File: src/rtl/mult_pkg.sv
// Shared definitions for the shift-and-add multiplier: state encoding, default width, counter sizing.
package mult_pkg;

  typedef enum logic [1:0] {
    IDLE = 2'd0,
    RUN  = 2'd1,
    DONE = 2'd2
  } state_e;

  localparam int unsigned DEFAULT_WIDTH = 4;

  // Ceiling log2 with a floor of 1 so a counter always has at least one bit.
  function automatic int unsigned clog2_min1(input int unsigned value);
    int unsigned result;
    result = 0;
    while ((32'd1 << result) < value) begin
      result = result + 1;
    end
    if (result == 0) begin
      result = 1;
    end
    return result;
  endfunction

endpackage

File: src/rtl/full_adder.sv
// Single-bit full-adder cell.
module full_adder (
  input  logic a,
  input  logic b,
  input  logic ci,
  output logic s,
  output logic co
);

  assign s  = a ^ b ^ ci;
  assign co = (a & b) | (ci & (a ^ b));

endmodule

File: src/rtl/ripple_adder.sv
// WIDTH-bit ripple-carry adder chained from full_adder cells.
module ripple_adder #(
  parameter int unsigned WIDTH = 4
) (
  input  logic             cin,
  input  logic [WIDTH-1:0] x,
  input  logic [WIDTH-1:0] y,
  output logic             cout,
  output logic [WIDTH-1:0] s
);

  // Each stage owns its carry wires so the chain is not one self-referencing vector.
  for (genvar i = 0; i < WIDTH; i++) begin : g_bit
    logic ci;
    logic co;

    if (i == 0) begin : g_first
      assign ci = cin;
    end else begin : g_rest
      assign ci = g_bit[i-1].co;
    end

    full_adder u_fa (
      .a  (x[i]),
      .b  (y[i]),
      .ci (ci),
      .s  (s[i]),
      .co (co)
    );
  end

  assign cout = g_bit[WIDTH-1].co;

endmodule

File: src/rtl/shift_add_multiplier.sv
// Sequential unsigned WIDTH x WIDTH multiplier: one multiplier bit per cycle through a shared ripple adder.
module shift_add_multiplier
  import mult_pkg::*;
#(
  parameter int unsigned WIDTH = DEFAULT_WIDTH
) (
  input  logic               clk,
  input  logic               rst,
  input  logic               start,
  input  logic [WIDTH-1:0]   a,
  input  logic [WIDTH-1:0]   b,
  output logic               ready,
  output logic               done,
  output logic [2*WIDTH-1:0] product
);

  localparam int unsigned PW = 2 * WIDTH;
  localparam int unsigned CW = clog2_min1(WIDTH);
  localparam logic [CW-1:0] CNT_LAST = CW'(WIDTH - 1);

  state_e           state_q, state_d;
  logic [WIDTH-1:0] mcand_q, mcand_d;
  logic [WIDTH-1:0] mplr_q, mplr_d;
  logic [WIDTH-1:0] acc_q, acc_d;
  logic [CW-1:0]    cnt_q, cnt_d;
  logic [PW-1:0]    product_q, product_d;
  logic             ready_q, ready_d;
  logic             done_q, done_d;

  logic [WIDTH-1:0] addend;
  logic [WIDTH-1:0] sum;
  logic             carry;

  assign addend = mplr_q[0] ? mcand_q : '0;

  ripple_adder #(
    .WIDTH (WIDTH)
  ) u_adder (
    .cin  (1'b0),
    .x    (acc_q),
    .y    (addend),
    .cout (carry),
    .s    (sum)
  );

  always_ff @(posedge clk) begin
    if (rst) begin
      state_q   <= IDLE;
      mcand_q   <= '0;
      mplr_q    <= '0;
      acc_q     <= '0;
      cnt_q     <= '0;
      product_q <= '0;
      ready_q   <= 1'b1;
      done_q    <= 1'b0;
    end else begin
      state_q   <= state_d;
      mcand_q   <= mcand_d;
      mplr_q    <= mplr_d;
      acc_q     <= acc_d;
      cnt_q     <= cnt_d;
      product_q <= product_d;
      ready_q   <= ready_d;
      done_q    <= done_d;
    end
  end

  // Next-state, datapath update and registered handshake flags.
  always_comb begin
    state_d   = state_q;
    mcand_d   = mcand_q;
    mplr_d    = mplr_q;
    acc_d     = acc_q;
    cnt_d     = cnt_q;
    product_d = product_q;

    case (state_q)
      IDLE: begin
        if (start) begin
          mcand_d = a;
          mplr_d  = b;
          acc_d   = '0;
          cnt_d   = '0;
          state_d = RUN;
        end
      end
      RUN: begin
        // Shift {carry,sum,mplr} right by one: carry lands in acc MSB, sum LSB enters mplr.
        acc_d  = {carry, sum[WIDTH-1:1]};
        mplr_d = {sum[0], mplr_q[WIDTH-1:1]};
        if (cnt_q == CNT_LAST) begin
          product_d = {acc_d, mplr_d};
          state_d   = DONE;
        end else begin
          cnt_d = cnt_q + CW'(1);
        end
      end
      DONE: begin
        state_d = IDLE;
      end
      default: begin
        state_d = IDLE;
      end
    endcase

    ready_d = (state_d == IDLE);
    done_d  = (state_d == DONE);
  end

  assign ready   = ready_q;
  assign done    = done_q;
  assign product = product_q;

endmodule

File: config.mk
export PLATFORM = sky130hd
export DESIGN_NAME = shift_add_multiplier
export DESIGN_NICKNAME = d
export VERILOG_FILES = /design/src/rtl/mult_pkg.sv /design/src/rtl/full_adder.sv /design/src/rtl/ripple_adder.sv /design/src/rtl/shift_add_multiplier.sv
export SDC_FILE = /design/constraint.sdc
export NUM_CORES = 1
export LEC_CHECK = 0
export CAP_MARGIN = 40
export CORE_MARGIN = 5
export CORE_UTILIZATION = 45
export DETAILED_ROUTE_END_ITERATION = 12
export GPL_TIMING_DRIVEN = 0
export MAX_ROUTING_LAYER = met4
export PLACE_DENSITY = 0.78
export SYNTH_ARGS = -nofsm -noshare
export SYNTH_HDL_FRONTEND = slang
export SYNTH_SLANG_ARGS = --single-unit
File: constraint.sdc
create_clock -name clk -period 2.09 [get_ports clk]
set_input_delay 0.3135 -clock clk [delete_from_list [all_inputs] [get_ports clk]]
set_output_delay 0.3135 -clock clk [all_outputs]
set_load 0.005 [all_outputs]
==> run_results.csv <==
group,metric,value,unit
cts,cts.path.max_buffers,2,
power_and_ir_drop,max-vdd-ir-drop,0.490,mV
critical_path,reg2regPathDepth,8,
yosys,synth.top_cell.area_share,46.4,%
drt,ant_nets,0,
critical_path,path_max_fanout,3,
placed_design,port_buffers,19,
cts,postCtsHoldBufs,0,
critical_path,critPathKind,"reg2reg",
yosys,netlist_top_cells_area,"dfxtp_1 46%, nor2_1 5.7%, fa_1 5.4%, mux2i_1 5.4%, nand2_1 4.7%",
yosys,netlist_area,1120,sq um
timing,skew,18.0,ps
cts,insertion_delay,330,ps
timing,grt_setup_unrepaired,"yes",
yosys,synthTopCellsByCount,"26 x dfxtp_1, 17 x nor2_1, 14 x nand2_1",
power_and_ir_drop,powerDensity,684,nW/um^2
finish,fin_area,1420,sq um
grt,overflow,0,
cts,h-tree-depth,1,
cts,cts_made_buffers,3,
hold_path,holdPathEnd,"product[6]",
cts,clock-root-buffer,"clkbuf_4",
timing,fin_crit_sh,99.4,%
drt,wl,2240,um
placed_design,gp_congestion,0.723,
grt,first_global_vias,906,
timing,layout_setup_ws,12.4,ps
finish,fill_cells,221,
cts,cts.sink_count,26,
run_status,status,"completed",
floorplan,dieArea,3590,sq um
yosys,async_flop_share,0,%
finish,drive_gt1_share,12.7,%
critical_path,arrival,2340,ps
run,drv_cap,0,
yosys,synth.net_count,133,
yosys,synth_edf_count,0,
grt,grt_use_total,15.9,%
finish,syn_to_final_growth,26.7,%
drt,drt_first_pass_iters,4,
hold_path,min_from,"rst",
yosys,yosysSeqAreaShare,46.4,%
floorplan,start_util,46.1,%
critical_path,regToRegSetupSlack,10,ps
drt,vias,886,
finish,nets,159,
power_and_ir_drop,leakagePower,0.523,nW
timing,final_max_slew_viol_count,0,
critical_path,end_kind,"register",
timing,max_slew_margin,68.8,%
grt,grt_max_degree,16,
floorplan,fp.coreArea,2430,sq um
floorplan,die_x,59.9,um
yosys,synth_top_area_cell,"dfxtp_1",
cts,cts_tree,"yes",
critical_path,required,2360,ps
timing,setup-tns-final,0,ps
yosys,ys_types,29,
yosys,synth-seq-cells,26,
placed_design,place_ws,-74.0,ps
timing,setup-violations-final,0,
drt,vias_per_cell,5.15,
placed_design,place_area,1350,sq um
drt,avgRoutedWirePerCell,13.0,um
finish,num_antenna_cells,0,
placed_design,dp.final_hpwl,1710,um
timing,hold_viol_final,0,
grt,antenna_found_initial,0,
critical_path,cp-start-kind,"register",
floorplan,die_y,59.9,um
yosys,syn_inst,117,
power_and_ir_drop,power,0.971,mW
floorplan,num_rows,18,
yosys,yosysMostFrequentCell,"dfxtp_1",
yosys,syn_area_per_cell,9.58,sq um
critical_path,timing.rr.start,"mplr_q[0]",
timing,fin_crit,2080,ps
drt,drc,0,
hold_path,holdCritPathClass,"in2reg",
critical_path,reg2reg_to,"acc_q[2]",
grt,grt_pass1_wl,4100,um
drt,drt_iter0_markers,20,
cts,path_clk_slew,150,ps
floorplan,ios,21,
timing,worst_pin_slew,469,ps
finish,fin_util,58.4,%
timing,timing.fmax,0.481,GHz
yosys,synthFlopType,"dfxtp_1",
hold_path,hold_depth,2,
yosys,synth_warnings,0,
## registers in the layout, indices dropped and copies added (netlist names)
signal	cells
acc_q	4
cnt_q	2
done	1
mcand_q	4
mplr_q	4
product	8
ready	1
state_q	2
## worst max path at each step
stage	from	end	slack, ps
after CTS	mplr_q[0]	acc_q[2]	6
after detailed placement	mplr_q[0]	acc_q[2]	-70
after floorplan	mplr_q[0]	acc_q[2]	90
final	mplr_q[0]	acc_q[2]	10
after global routing	mplr_q[0]	acc_q[2]	-80
after global placement	mplr_q[0]	acc_q[2]	-20
## cells by family (layout without fill, tap and decap cells)
family / count (synthesis) / after routing / synth area share [%]
AOI/OAI and AO/OA: 22 / 22 / 13.2
adders and majority gates: 5 / 5 / 7.59
buffers and inverters: 10 / 35 / 4.69
DFF: 26 / 26 / 46.4
muxes: 6 / 6 / 5.36
and+or+nand+nor: 48 / 48 / 22.8
## worst max-delay path, stage by stage (launching register included)
cell and delay [ps]:
dfxtp_2 360, and2_1 160, ha_1 190, fa_1 370
inv_2 70, fa_2 190, fa_1 430, a2bb2oi_1 160
nor2_1 90
## cell type report
type                    instances  area [sq um]  share of cell area, %
repair buffers                 21           205                   14.4
flip-flops and latches         26           522                   36.7
well taps                      30          37.5                   2.64
clock buffers                   3          22.5                   1.59
multi-input cells              81           551                   38.8
clock inverters                 1          30.0                   2.11
inverters                       4          15.0                   1.06
plain buffers                   6          37.5                   2.64
## per-stage QoR
step	instances	hold slack (ps)
final	172	353
after detailed placement	166	449
after global placement	166	446
after floorplan	117	441
after global routing	172	349
after CTS	171	330
## cells in the final DEF, fill, tap and decap left out, types with 2 or more instances in the layout
cell / n
clkbuf_4: 3
and2_1: 2
nor3_1: 2
inv_1: 3
nand2_1: 14
a21oi_1: 9
clkbuf_1: 3
mux2i_1: 6
or2b_1: 2
fa_1: 2
a31oi_1: 2
nor2_1: 17
ha_1: 2
or3b_2: 2
dfxtp_1: 25
clkdlybuf4s50_1: 19
a211oi_1: 5
a2bb2oi_1: 4
buf_4: 4
## timing repair
action / 4_1_cts / 5_1_grt
buffers inserted: 1 / 1
gates resized for setup: 2 / 1
endpoints found under the setup margin: 2 / 2
## report_power, final
group / switching, mW / internal [mW] / leakage, nW
combinational: 0.0448 / 0.0569 / 0.283
sequential: 0.0126 / 0.513 / 0.212
clock: 0.149 / 0.194 / 0.0279
total: 0.207 / 0.765 / 0.523
## layer usage
metal,vias to the layer above,GRT usage [%],share of wire [%]
met5,-,-,0
met4,0,7.59,2.3
met3,6,3.24,4.3
met2,16,25.3,49
met1,417,19.1,44
li1,447,-,-
Power figures use the tool's default switching activity.
